**src/rtl/segasys1_pkg.sv**
```systemverilog
// ---------------------------------------------------------------------------
// segasys1_pkg
// Shared constants and types for the Sega System 1/2 sprite collision store.
//   COLL_AW       : collision RAM address width ({sprite[4:0], other[4:0]})
//   COLL_DEPTH    : collision RAM depth in bits
//   sweep_state_t : state of the full-RAM clear sweep
// ---------------------------------------------------------------------------
package segasys1_pkg;

    localparam int COLL_AW    = 10;
    localparam int COLL_DEPTH = 1 << COLL_AW;

    typedef enum logic {
        IDLE  = 1'b0,
        SWEEP = 1'b1
    } sweep_state_t;

endpackage

```
**src/rtl/segasys1_sprcoll_if.sv**
```systemverilog
// ---------------------------------------------------------------------------
// segasys1_sprcoll_if
// Z80-side bus into the collision store.
//   CPU_AD     : bit address for read or clear
//   CPU_CS_RAM : selects the collision RAM
//   CPU_CS_SUM : selects the summary flag
//   CPU_WR     : single-cycle write pulse (any write clears)
//   CPU_DO     : read data {7'b1111111, bit}
// master = CPU side, slave = collision store.
// ---------------------------------------------------------------------------
interface segasys1_sprcoll_if
    import segasys1_pkg::*;
#(
    parameter int AW = COLL_AW
);

    logic [AW-1:0] CPU_AD;
    logic          CPU_CS_RAM;
    logic          CPU_CS_SUM;
    logic          CPU_WR;
    logic [7:0]    CPU_DO;

    modport master (
        output CPU_AD,
        output CPU_CS_RAM,
        output CPU_CS_SUM,
        output CPU_WR,
        input  CPU_DO
    );

    modport slave (
        input  CPU_AD,
        input  CPU_CS_RAM,
        input  CPU_CS_SUM,
        input  CPU_WR,
        output CPU_DO
    );

endinterface

```
**src/rtl/segasys1_sprcoll_ram.sv**
```systemverilog
// ---------------------------------------------------------------------------
// segasys1_sprcoll_ram
// 2^AW x 1 simple dual-port RAM: one synchronous write port, one synchronous
// read port. A read and write to the same address in one cycle return the
// old contents. No reset on storage or read register so it maps to block RAM.
//   clk     : clock
//   we      : write enable
//   wr_ad   : write address
//   wr_data : write data bit
//   rd_ad   : read address
//   rd_data : registered read data
// ---------------------------------------------------------------------------
module segasys1_sprcoll_ram
    import segasys1_pkg::*;
#(
    parameter int AW = COLL_AW
) (
    input  logic          clk,
    input  logic          we,
    input  logic [AW-1:0] wr_ad,
    input  logic          wr_data,
    input  logic [AW-1:0] rd_ad,
    output logic          rd_data
);

    logic mem [0:(1 << AW) - 1];
    logic rd_data_q;

    always_ff @(posedge clk) begin
        if (we) begin
            mem[wr_ad] <= wr_data;
        end
        rd_data_q <= mem[rd_ad];
    end

    assign rd_data = rd_data_q;

endmodule

```
**src/rtl/segasys1_sprcoll.sv**
```systemverilog
// ---------------------------------------------------------------------------
// segasys1_sprcoll
// Sprite-to-sprite collision store. Records each renderer collision strobe
// as a set bit in a 2^AW x 1 RAM and keeps a frame summary flag. The CPU
// reads bits / summary through the bus interface and clears them by writing.
// CLR_ALL starts a hardware sweep that zeroes the whole RAM.
//   VCLKx8     : clock
//   RST_N      : asynchronous active-low reset
//   SPRCOLL    : collision strobe from the sprite renderer
//   SPRCOLL_AD : collision address, valid while SPRCOLL=1
//   CLR_ALL    : pulse that starts (or restarts) the clear sweep
//   BUSY       : sweep in progress
//   SUMMARY    : a collision has been recorded since the last summary clear
//   cpu        : CPU bus (slave side)
// ---------------------------------------------------------------------------
module segasys1_sprcoll
    import segasys1_pkg::*;
#(
    parameter int AW = COLL_AW
) (
    input  logic               VCLKx8,
    input  logic               RST_N,
    input  logic               SPRCOLL,
    input  logic [AW-1:0]      SPRCOLL_AD,
    input  logic               CLR_ALL,
    output logic               BUSY,
    output logic               SUMMARY,
    segasys1_sprcoll_if.slave  cpu
);

    localparam logic [AW-1:0] LAST_AD = '1;

    sweep_state_t  state_q, state_d;
    logic [AW-1:0] cnt_q, cnt_d;
    logic          pend_vld_q, pend_vld_d;
    logic [AW-1:0] pend_ad_q, pend_ad_d;
    logic          summary_q, summary_d;
    logic          sel_sum_q, sel_sum_d;
    logic          sum_rd_q, sum_rd_d;

    logic          cpu_clr;
    logic          sum_clr;
    logic          set_commit;
    logic          sweep_start;
    logic          ram_we;
    logic [AW-1:0] ram_wr_ad;
    logic          ram_wr_data;
    logic          ram_rd_data;

    assign cpu_clr = cpu.CPU_WR & cpu.CPU_CS_RAM;
    assign sum_clr = cpu.CPU_WR & cpu.CPU_CS_SUM;

    always_comb begin
        state_d     = state_q;
        cnt_d       = cnt_q;
        pend_vld_d  = pend_vld_q;
        pend_ad_d   = pend_ad_q;
        summary_d   = summary_q;
        set_commit  = 1'b0;
        sweep_start = 1'b0;
        ram_we      = 1'b0;
        ram_wr_ad   = cnt_q;
        ram_wr_data = 1'b0;

        // Write-port arbitration: CPU clear > sprite set > sweep.
        if (cpu_clr) begin
            ram_we      = 1'b1;
            ram_wr_ad   = cpu.CPU_AD;
            ram_wr_data = 1'b0;
            // A live set that loses is parked; an occupied pending entry
            // already holds the only address the renderer could be sending.
            if (SPRCOLL && !pend_vld_q) begin
                pend_vld_d = 1'b1;
                pend_ad_d  = SPRCOLL_AD;
            end
        end else if (pend_vld_q) begin
            ram_we      = 1'b1;
            ram_wr_ad   = pend_ad_q;
            ram_wr_data = 1'b1;
            set_commit  = 1'b1;
            // Same-address live set is redundant with the drained entry.
            pend_vld_d  = SPRCOLL && (SPRCOLL_AD != pend_ad_q);
            pend_ad_d   = SPRCOLL_AD;
        end else if (SPRCOLL) begin
            ram_we      = 1'b1;
            ram_wr_ad   = SPRCOLL_AD;
            ram_wr_data = 1'b1;
            set_commit  = 1'b1;
        end

        case (state_q)
            IDLE: begin
                if (CLR_ALL) begin
                    state_d     = SWEEP;
                    cnt_d       = '0;
                    sweep_start = 1'b1;
                end
            end
            SWEEP: begin
                if (CLR_ALL) begin
                    cnt_d       = '0;
                    sweep_start = 1'b1;
                end else if (!ram_we) begin
                    // Only advance when the port was free; otherwise stall.
                    ram_we      = 1'b1;
                    ram_wr_ad   = cnt_q;
                    ram_wr_data = 1'b0;
                    if (cnt_q == LAST_AD) begin
                        state_d = IDLE;
                    end else begin
                        cnt_d = cnt_q + AW'(1);
                    end
                end
            end
            default: begin
                state_d = IDLE;
            end
        endcase

        // A committing set wins over any clear in the same cycle.
        if (set_commit) begin
            summary_d = 1'b1;
        end else if (sum_clr || sweep_start) begin
            summary_d = 1'b0;
        end
    end

    // Read path: select and summary value are sampled alongside the RAM read
    // so CPU_DO always shows the previous cycle's state.
    always_comb begin
        sel_sum_d = cpu.CPU_CS_SUM;
        sum_rd_d  = summary_q;
    end

    always_ff @(posedge VCLKx8 or negedge RST_N) begin
        if (!RST_N) begin
            state_q    <= IDLE;
            cnt_q      <= '0;
            pend_vld_q <= 1'b0;
            pend_ad_q  <= '0;
            summary_q  <= 1'b0;
            // Selecting a cleared summary yields 8'hFE out of reset.
            sel_sum_q  <= 1'b1;
            sum_rd_q   <= 1'b0;
        end else begin
            state_q    <= state_d;
            cnt_q      <= cnt_d;
            pend_vld_q <= pend_vld_d;
            pend_ad_q  <= pend_ad_d;
            summary_q  <= summary_d;
            sel_sum_q  <= sel_sum_d;
            sum_rd_q   <= sum_rd_d;
        end
    end

    segasys1_sprcoll_ram #(
        .AW (AW)
    ) u_ram (
        .clk     (VCLKx8),
        .we      (ram_we),
        .wr_ad   (ram_wr_ad),
        .wr_data (ram_wr_data),
        .rd_ad   (cpu.CPU_AD),
        .rd_data (ram_rd_data)
    );

    assign cpu.CPU_DO = {7'b1111111, (sel_sum_q ? sum_rd_q : ram_rd_data)};
    assign BUSY       = (state_q == SWEEP);
    assign SUMMARY    = summary_q;

endmodule

```
**src/flat_wrapper.sv**
```systemverilog
// flat-port wrapper written by rule: the top's interface ports become plain ports
module segasys1_sprcoll_flat import segasys1_pkg::*;
#(
    parameter int AW = COLL_AW
)
  (VCLKx8, RST_N, SPRCOLL, SPRCOLL_AD, CLR_ALL, BUSY, SUMMARY, cpu_CPU_AD, cpu_CPU_CS_RAM, cpu_CPU_CS_SUM, cpu_CPU_WR, cpu_CPU_DO);
  segasys1_sprcoll_if #(.AW(AW)) cpu_i ();
  input  logic VCLKx8;
  input  logic RST_N;
  input  logic SPRCOLL;
  input  logic [AW-1:0] SPRCOLL_AD;
  input  logic CLR_ALL;
  output logic BUSY;
  output logic SUMMARY;
  input wire logic [$bits(cpu_i.CPU_AD)-1:0] cpu_CPU_AD;
  input wire logic [$bits(cpu_i.CPU_CS_RAM)-1:0] cpu_CPU_CS_RAM;
  input wire logic [$bits(cpu_i.CPU_CS_SUM)-1:0] cpu_CPU_CS_SUM;
  input wire logic [$bits(cpu_i.CPU_WR)-1:0] cpu_CPU_WR;
  output wire logic [$bits(cpu_i.CPU_DO)-1:0] cpu_CPU_DO;
  assign cpu_i.CPU_AD = cpu_CPU_AD;
  assign cpu_i.CPU_CS_RAM = cpu_CPU_CS_RAM;
  assign cpu_i.CPU_CS_SUM = cpu_CPU_CS_SUM;
  assign cpu_i.CPU_WR = cpu_CPU_WR;
  assign cpu_CPU_DO = cpu_i.CPU_DO;
  segasys1_sprcoll #(.AW(AW)) u_core (.VCLKx8(VCLKx8), .RST_N(RST_N), .SPRCOLL(SPRCOLL), .SPRCOLL_AD(SPRCOLL_AD), .CLR_ALL(CLR_ALL), .BUSY(BUSY), .SUMMARY(SUMMARY), .cpu(cpu_i));
endmodule
```
**config.mk**
```make
export PLATFORM = sky130hd
export DESIGN_NAME = segasys1_sprcoll_flat
export DESIGN_NICKNAME = d
export VERILOG_FILES = /design/src/rtl/segasys1_pkg.sv /design/src/rtl/segasys1_sprcoll_if.sv /design/src/rtl/segasys1_sprcoll_ram.sv /design/src/rtl/segasys1_sprcoll.sv /design/src/flat_wrapper.sv
export SDC_FILE = /design/constraint.sdc
export NUM_CORES = 1
export LEC_CHECK = 0
export BUFFER_PORTS_ARGS = -buffer_cell sky130_fd_sc_hd__buf_2
export CAP_MARGIN = 15
export CORE_MARGIN = 2
export CORE_UTILIZATION = 45
export DETAILED_ROUTE_END_ITERATION = 12
export PLACE_DENSITY = 0.64
export SYNTH_ARGS = -nofsm -noshare
export SYNTH_HDL_FRONTEND = slang
export SYNTH_SLANG_ARGS = --single-unit
```
**constraint.sdc**
```tcl
create_clock -name VCLKx8 -period 82.6 [get_ports VCLKx8]
set_input_delay 16.52 -clock VCLKx8 [delete_from_list [all_inputs] [get_ports VCLKx8]]
set_output_delay 16.52 -clock VCLKx8 [all_outputs]
set_load 0.03 [all_outputs]
```
# Yosys cells after proc, flatten, opt, wreduce, memory -nomap -nowiden
# Memories as Yosys holds them, arrays and structs flattened. A register that Yosys moved wholly into a read port is not among the register bits.
# Index checks and enable logic that the tools add are counted.
# op_classes
n_addsub	1
n_bitwise	3
n_eq_ne	6
reduce_logical	8
n_mux	36
# ops
op	n
two-way mux 10 bit	13
two-way mux 1 bit	21
one-hot mux 10 bit (2 select lines)	1
adder 10 x 1 -> 10 bit, second input constant	1
equality test 10 bit, second input constant	1
!= test 10 bit	1
!= test 3 bit, second input constant	2
!= test 2 bit, second input constant	2
nonzero test 2 bit	2
AND reduction 3 bit	1
AND 1 bit	2
logical AND 1 bit	2
one-hot mux 1 bit (2 select lines)	1
AND reduction 2 bit	1
zero test 1 bit	1
logical OR 1 bit	1
NOT 1 bit	1
# word_totals
mem_bits_rw	1024
word_cells	62
out_inout_bits	10
memories	1
ff_bits	25
# mem_list
name	words	word_bits	read_ports	rd_ports_with_merged_regs	wr	line	rtl
u_core.u_ram.mem	1024	1	1	1	1	segasys1_sprcoll_ram.sv:26	logic mem [0:(1 << AW) - 1];

# Logic depth before layout (Yosys ltp)
# depth
word_depth	7
mapped_depth	13

# Hierarchy
# A second synthesis with hierarchy kept.
# hier_totals
hier_cells	3272
area_unflattened_um2	46230.6
# modules_own_cells
module	n_inst	area_per_inst_um2	seq_area_each_um2	cells_each
segasys1_sprcoll_ram	1	44656.6	30769.5	3112
segasys1_sprcoll	1	1574.0	626.9	160

# Worst setup path before layout
# Ideal clock, no wire load.
# synth_path
path_kind	input to register
start	input port cpu_CPU_WR
end	memory u_core.u_ram.mem[0], data pin
t_arrival_ps	40574
required_ps	77649
n_path_buf	2
path_stages	4
slack_ps	37075
setup_time_ps	4951
cell_sequence	and2_1 > buf_2 > clkbuf_1 > nor2_1
# synth_via
elab_chain_cells	5
word_cells_on_any_way	6
classes_between	5 x mux; 1 x bitwise
# synth_lines
item	line	rtl
start: declaration	flat_wrapper.sv:18	input wire logic [$bits(cpu_i.CPU_WR)-1:0] cpu_CPU_WR;
AND 1 bit (*)	segasys1_sprcoll.sv:50	assign cpu_clr = cpu.CPU_WR & cpu.CPU_CS_RAM;
two-way mux 1 bit	segasys1_sprcoll.sv:66	if (cpu_clr) begin
two-way mux 1 bit	segasys1_sprcoll.sv:103	end else if (!ram_we) begin
two-way mux 1 bit	segasys1_sprcoll.sv:100	if (CLR_ALL) begin
two-way mux 1 bit (*)	segasys1_sprcoll.sv:91	case (state_q)
named net u_core.ram_wr_data	segasys1_sprcoll.sv:47	logic ram_wr_data;
end: declaration	segasys1_sprcoll_ram.sv:26	
# The timed path passes the listed nets; every way through them passes the cells marked *.

# Final worst setup path
# layout_path
start	input port cpu_CPU_WR
end	memory u_core.u_ram.mem[756], data pin
# The elaborated chain is that of the path after synthesis.

==> key figures <==
Run status
  • Status: finished, final reports clean

Power and ir drop
  • Peak supply drop: roughly 0.016 mV
  • Sw Share: 0.235
  • Pwr per Cell Area: 23.0 nW/um2
  • Overall power: around 1.2 mW
  • Sequential share of power: 0.511
  • P_sw: ~0.28 mW
  • Combinational Power Share: 0.081
  • LEAKAGE: around 15 nW
  • Pint: 0.894 mW
  • Clock share of power: 0.408

Floorplanning
  • Die outline height: approximately 320 um
  • Die width: 324 um
  • Row count: 117
  • Die Footprint: 105000 um2
  • CORE AREA: 102000 um2
  • IO Count: 37
  • Initial Utilization: 0.453

Timing
  • Worst Skew: 0.0351 ns
  • Max Freq: just under 50 MHz
  • Slew Limit Fails: 0
  • Final hold vios: 0
  • Setup TNS after final layout: 0 ns
  • Post-route clock period utilization: 0.250
  • Worst Setup Slack, final: 61.91 ns
  • Unrepaired setup endpoints after global routing: no
  • Min Tclk post-route: roughly 21 ns
  • Worst slew pin tran: 1.44 ns
  • Endpoints failing setup: 0
  • Max-slew headroom: 0.0394

Clock network
  • Clock Pin Slew Worst Setup and Hold Paths: 0.06 ns
  • TritonCTS clock tree: done
  • TritonCTS Buffers: 106
  • Post_cts resized: 0
  • Post-CTS setup buffers: 0
  • Post-CTS Hold Buffers: 0
  • H-tree levels: 3
  • Worst-Skew Late Latency: 0.69 ns
  • Clock root cell: clkbuf_16
  • Clock Sinks: ~1100
  • Clk buf depth: 3

Critical path
  • CP delay by family, top: buffers and inverters
  • WP data required: 82.93 ns
  • Crit-path max FO: between 200 and 300
  • Worst Setup Start Kind: input pin
  • CP arrival: 21.01 ns
  • Most used cell, CP: buf_4
  • CP bufs+invs: 5
  • Worst setup EP type: flop
  • Crit path largest cell delay: 0.94 ns
  • CP max-delay cell: buf_4
  • Crit Path Category: in -> reg
  • CP cell instances: buf_2 > and2_1 > nor2_4 > buf_12 > buf_4 > buf_4 > buf_4

Route
  • Drt first pass iters: 5
  • Via-per-instance ratio: 6.02
  • Drt wl/cell: 26.5 um
  • Vias post-DR: 27800
  • Routed WL: 123000 um
  • Routed Antenna Nets: 0
  • DR iter-0 viols: 3627
  • Drc violations: 0

Layout
  • Area grow syn2layout: 10.2%
  • Layout filler cell count: approximately 8600
  • Nets: 3188
  • Share of cells above drive strength 1: 0.165
  • Multi-input logic area: 13300 um2
  • Sequential Area: between 30000 and 40000 um2
  • Final instance area: 50800 um2

Synthesis
  • Synthesized area: 46100 um2
  • Seq cells post-synth: 1050
  • Share of the synthesized area in the top cell type: 0.667
  • Ys flop type: edfxtp_1
  • Sequential area share after synthesis: 0.681
  • Post-Syn Instances: 3253
  • Largest area contributor in the netlist: edfxtp_1
  • Number of warnings issued by yosys: 0
  • EDFF count, synth: 1024
  • Post-synthesis cell type count: between 70 and 80
  • FFs w/ async S/R, synth: 0.0238
  • Top post-synthesis cells by area: edfxtp_1 67%, mux4_2 11%, nor2_1 8.7%, mux2i_1 2.4%, clkbuf_1 1.4%
  • Mean post-synth cell area: ~14 um2

Place
  • Placed cell area: 47100 um2
  • RePlAce Congestion: 0.801
  • I/O Buffers: 29
  • Pre-CTS WS: around 61 ns
  • DP HPWL: between 60000 and 70000 um

Global routing
  • Initial antenna violation count: 2
  • Vias in the first global route: between 20000 and 30000
  • Total Routing Usage GR: 0.234
  • Largest net degree at the start of global routing: between 300 and 400
  • First-pass GRT wire length: approximately 180000 um
  • GRT Residual Overflow: 0

Job
  • Maxcap violations: 0

Worst hold path
  • HP Class: reg -> reg
area by class of cell:
cell class / instances / share of cell area
antenna: 2 / 0.0000985
clock inverter: 65 / 0.0120
tap: 1368 / 0.0337
clock buffer: 134 / 0.0557
sequential: 1050 / 0.618
timing repair buffer: 100 / 0.0178
inverter: 12 / 0.000887
multi-input combinational: 1890 / 0.262
layer usage:
metal / share of wire / wire length, um / GRT usage / up-vias
li1: - / - / - / 11800
met1: 0.40 / 49000 / 0.325 / 14500
met2: 0.48 / 59300 / 0.383 / 1285
met3: 0.087 / 10700 / 0.0360 / 244
met4: 0.031 / 3780 / 0.0715 / 2
met5: 0.00011 / 13 / 0 / -
registers in the layout (all words and copies together) (netlist names):
signal,flops
u_core.pend_ad_q,10
u_core.u_ram.mem,1024
u_core.sum_rd_q,1
u_core.BUSY,1
u_core.pend_vld_q,1
u_core.cnt_q,10
u_core.sel_sum_q,1
u_core.SUMMARY,1
u_core.u_ram.rd_data,1
cell usage after synthesis (all sizes together), types with 5 or more instances:
| master | number |
|---|---|
| a221oi | 8 |
| xor2 | 7 |
| inv | 11 |
| nor2b | 13 |
| o22ai | 25 |
| mux4 | 218 |
| a21oi | 32 |
| nand2 | 122 |
| clkbuf | 174 |
| and2 | 7 |
| a31oi | 5 |
| buf | 133 |
| o221ai | 38 |
| nor2 | 1071 |
| nand3 | 16 |
| nand4 | 9 |
| o21ai | 14 |
| a22oi | 36 |
| nor3 | 20 |
| edfxtp | 1024 |
| a2111oi | 6 |
| o211ai | 7 |
| dfrtp | 24 |
| nor4 | 8 |
| mux2 | 18 |
| mux2i | 110 |
| xnor2 | 11 |
| o21a | 6 |
| a211oi | 10 |
cells by family after synthesis:
family / after synthesis / share of synthesized area
AND/OR/NAND/NOR: 1288 / 0.110
AO/OA/AOI/OAI: 230 / 0.0369
adder cells (fa/ha/maj): 1 / 0.000271
multiplexers: 346 / 0.135
flip-flops: 1050 / 0.681
XOR/XNOR: 18 / 0.00342
buffers and inverters: 319 / 0.0331
other: 1 / 0.0000813
power groups by stage:
| stage | Clock, mW | Sequential (mW) | Combinational, mW |
|---|---|---|---|
| detailed placement | 0 | 0.609 | 0.0926 |
| global route | 0.504 | 0.598 | 0.0992 |
| global placement | 0 | 0.609 | 0.0918 |
| floorplan | 0 | 0.630 | 0.0586 |
| CTS | 0.482 | 0.598 | 0.0929 |
| finish | 0.478 | 0.598 | 0.0942 |
per-stage QoR:
step                hold slack, ns  instances  utilization
floorplan                    0.523       3259            -
global placement             0.447       4411        0.463
detailed placement           0.432       4411        0.463
CTS                          0.451       4610        0.497
global route                 0.471       4619        0.499
finish                       0.450       4621        0.499
placed cells by master (no fill, tap or decap), drive strengths merged, types with 6 or more instances in the layout:
| cell | instances |
|---|---|
| nand4 | 9 |
| o22ai | 25 |
| conb | 7 |
| xnor2 | 11 |
| a2111oi | 6 |
| and2 | 7 |
| nand2 | 122 |
| a211oi | 10 |
| nor2 | 1071 |
| xor2 | 7 |
| inv | 14 |
| nor2b | 13 |
| o21a | 6 |
| buf | 100 |
| bufinv | 10 |
| a22oi | 36 |
| nor3 | 20 |
| mux2 | 18 |
| nand3 | 16 |
| clkinv | 51 |
| nor4 | 8 |
| dfrtp | 24 |
| a21oi | 32 |
| a221oi | 8 |
| mux4 | 218 |
| mux2i | 110 |
| o221ai | 38 |
| edfxtp | 1024 |
| o21ai | 14 |
| o211ai | 7 |
| clkbuf | 134 |
worst paths after layout:
path / slack [ns] / cells after the start / startpoint / endpoint
setup / recovery: 61.91 / 7 / cpu_CPU_WR / u_core.u_ram.mem[756]
hold / removal: 0.45 / 0 / u_core.SUMMARY / u_core.sum_rd_q
setup reg to reg: 77.64 / 6 / u_core.pend_vld_q / u_core.u_ram.mem[756]
hold reg to reg: 0.45 / 0 / u_core.SUMMARY / u_core.sum_rd_q
max in group asynchronous: 66.36 / 1 / RST_N / u_core.cnt_q[1]
min in group asynchronous: 15.83 / 1 / RST_N / u_core.pend_ad_q[0]
Note: power is estimated with default switching activity, not from simulation.
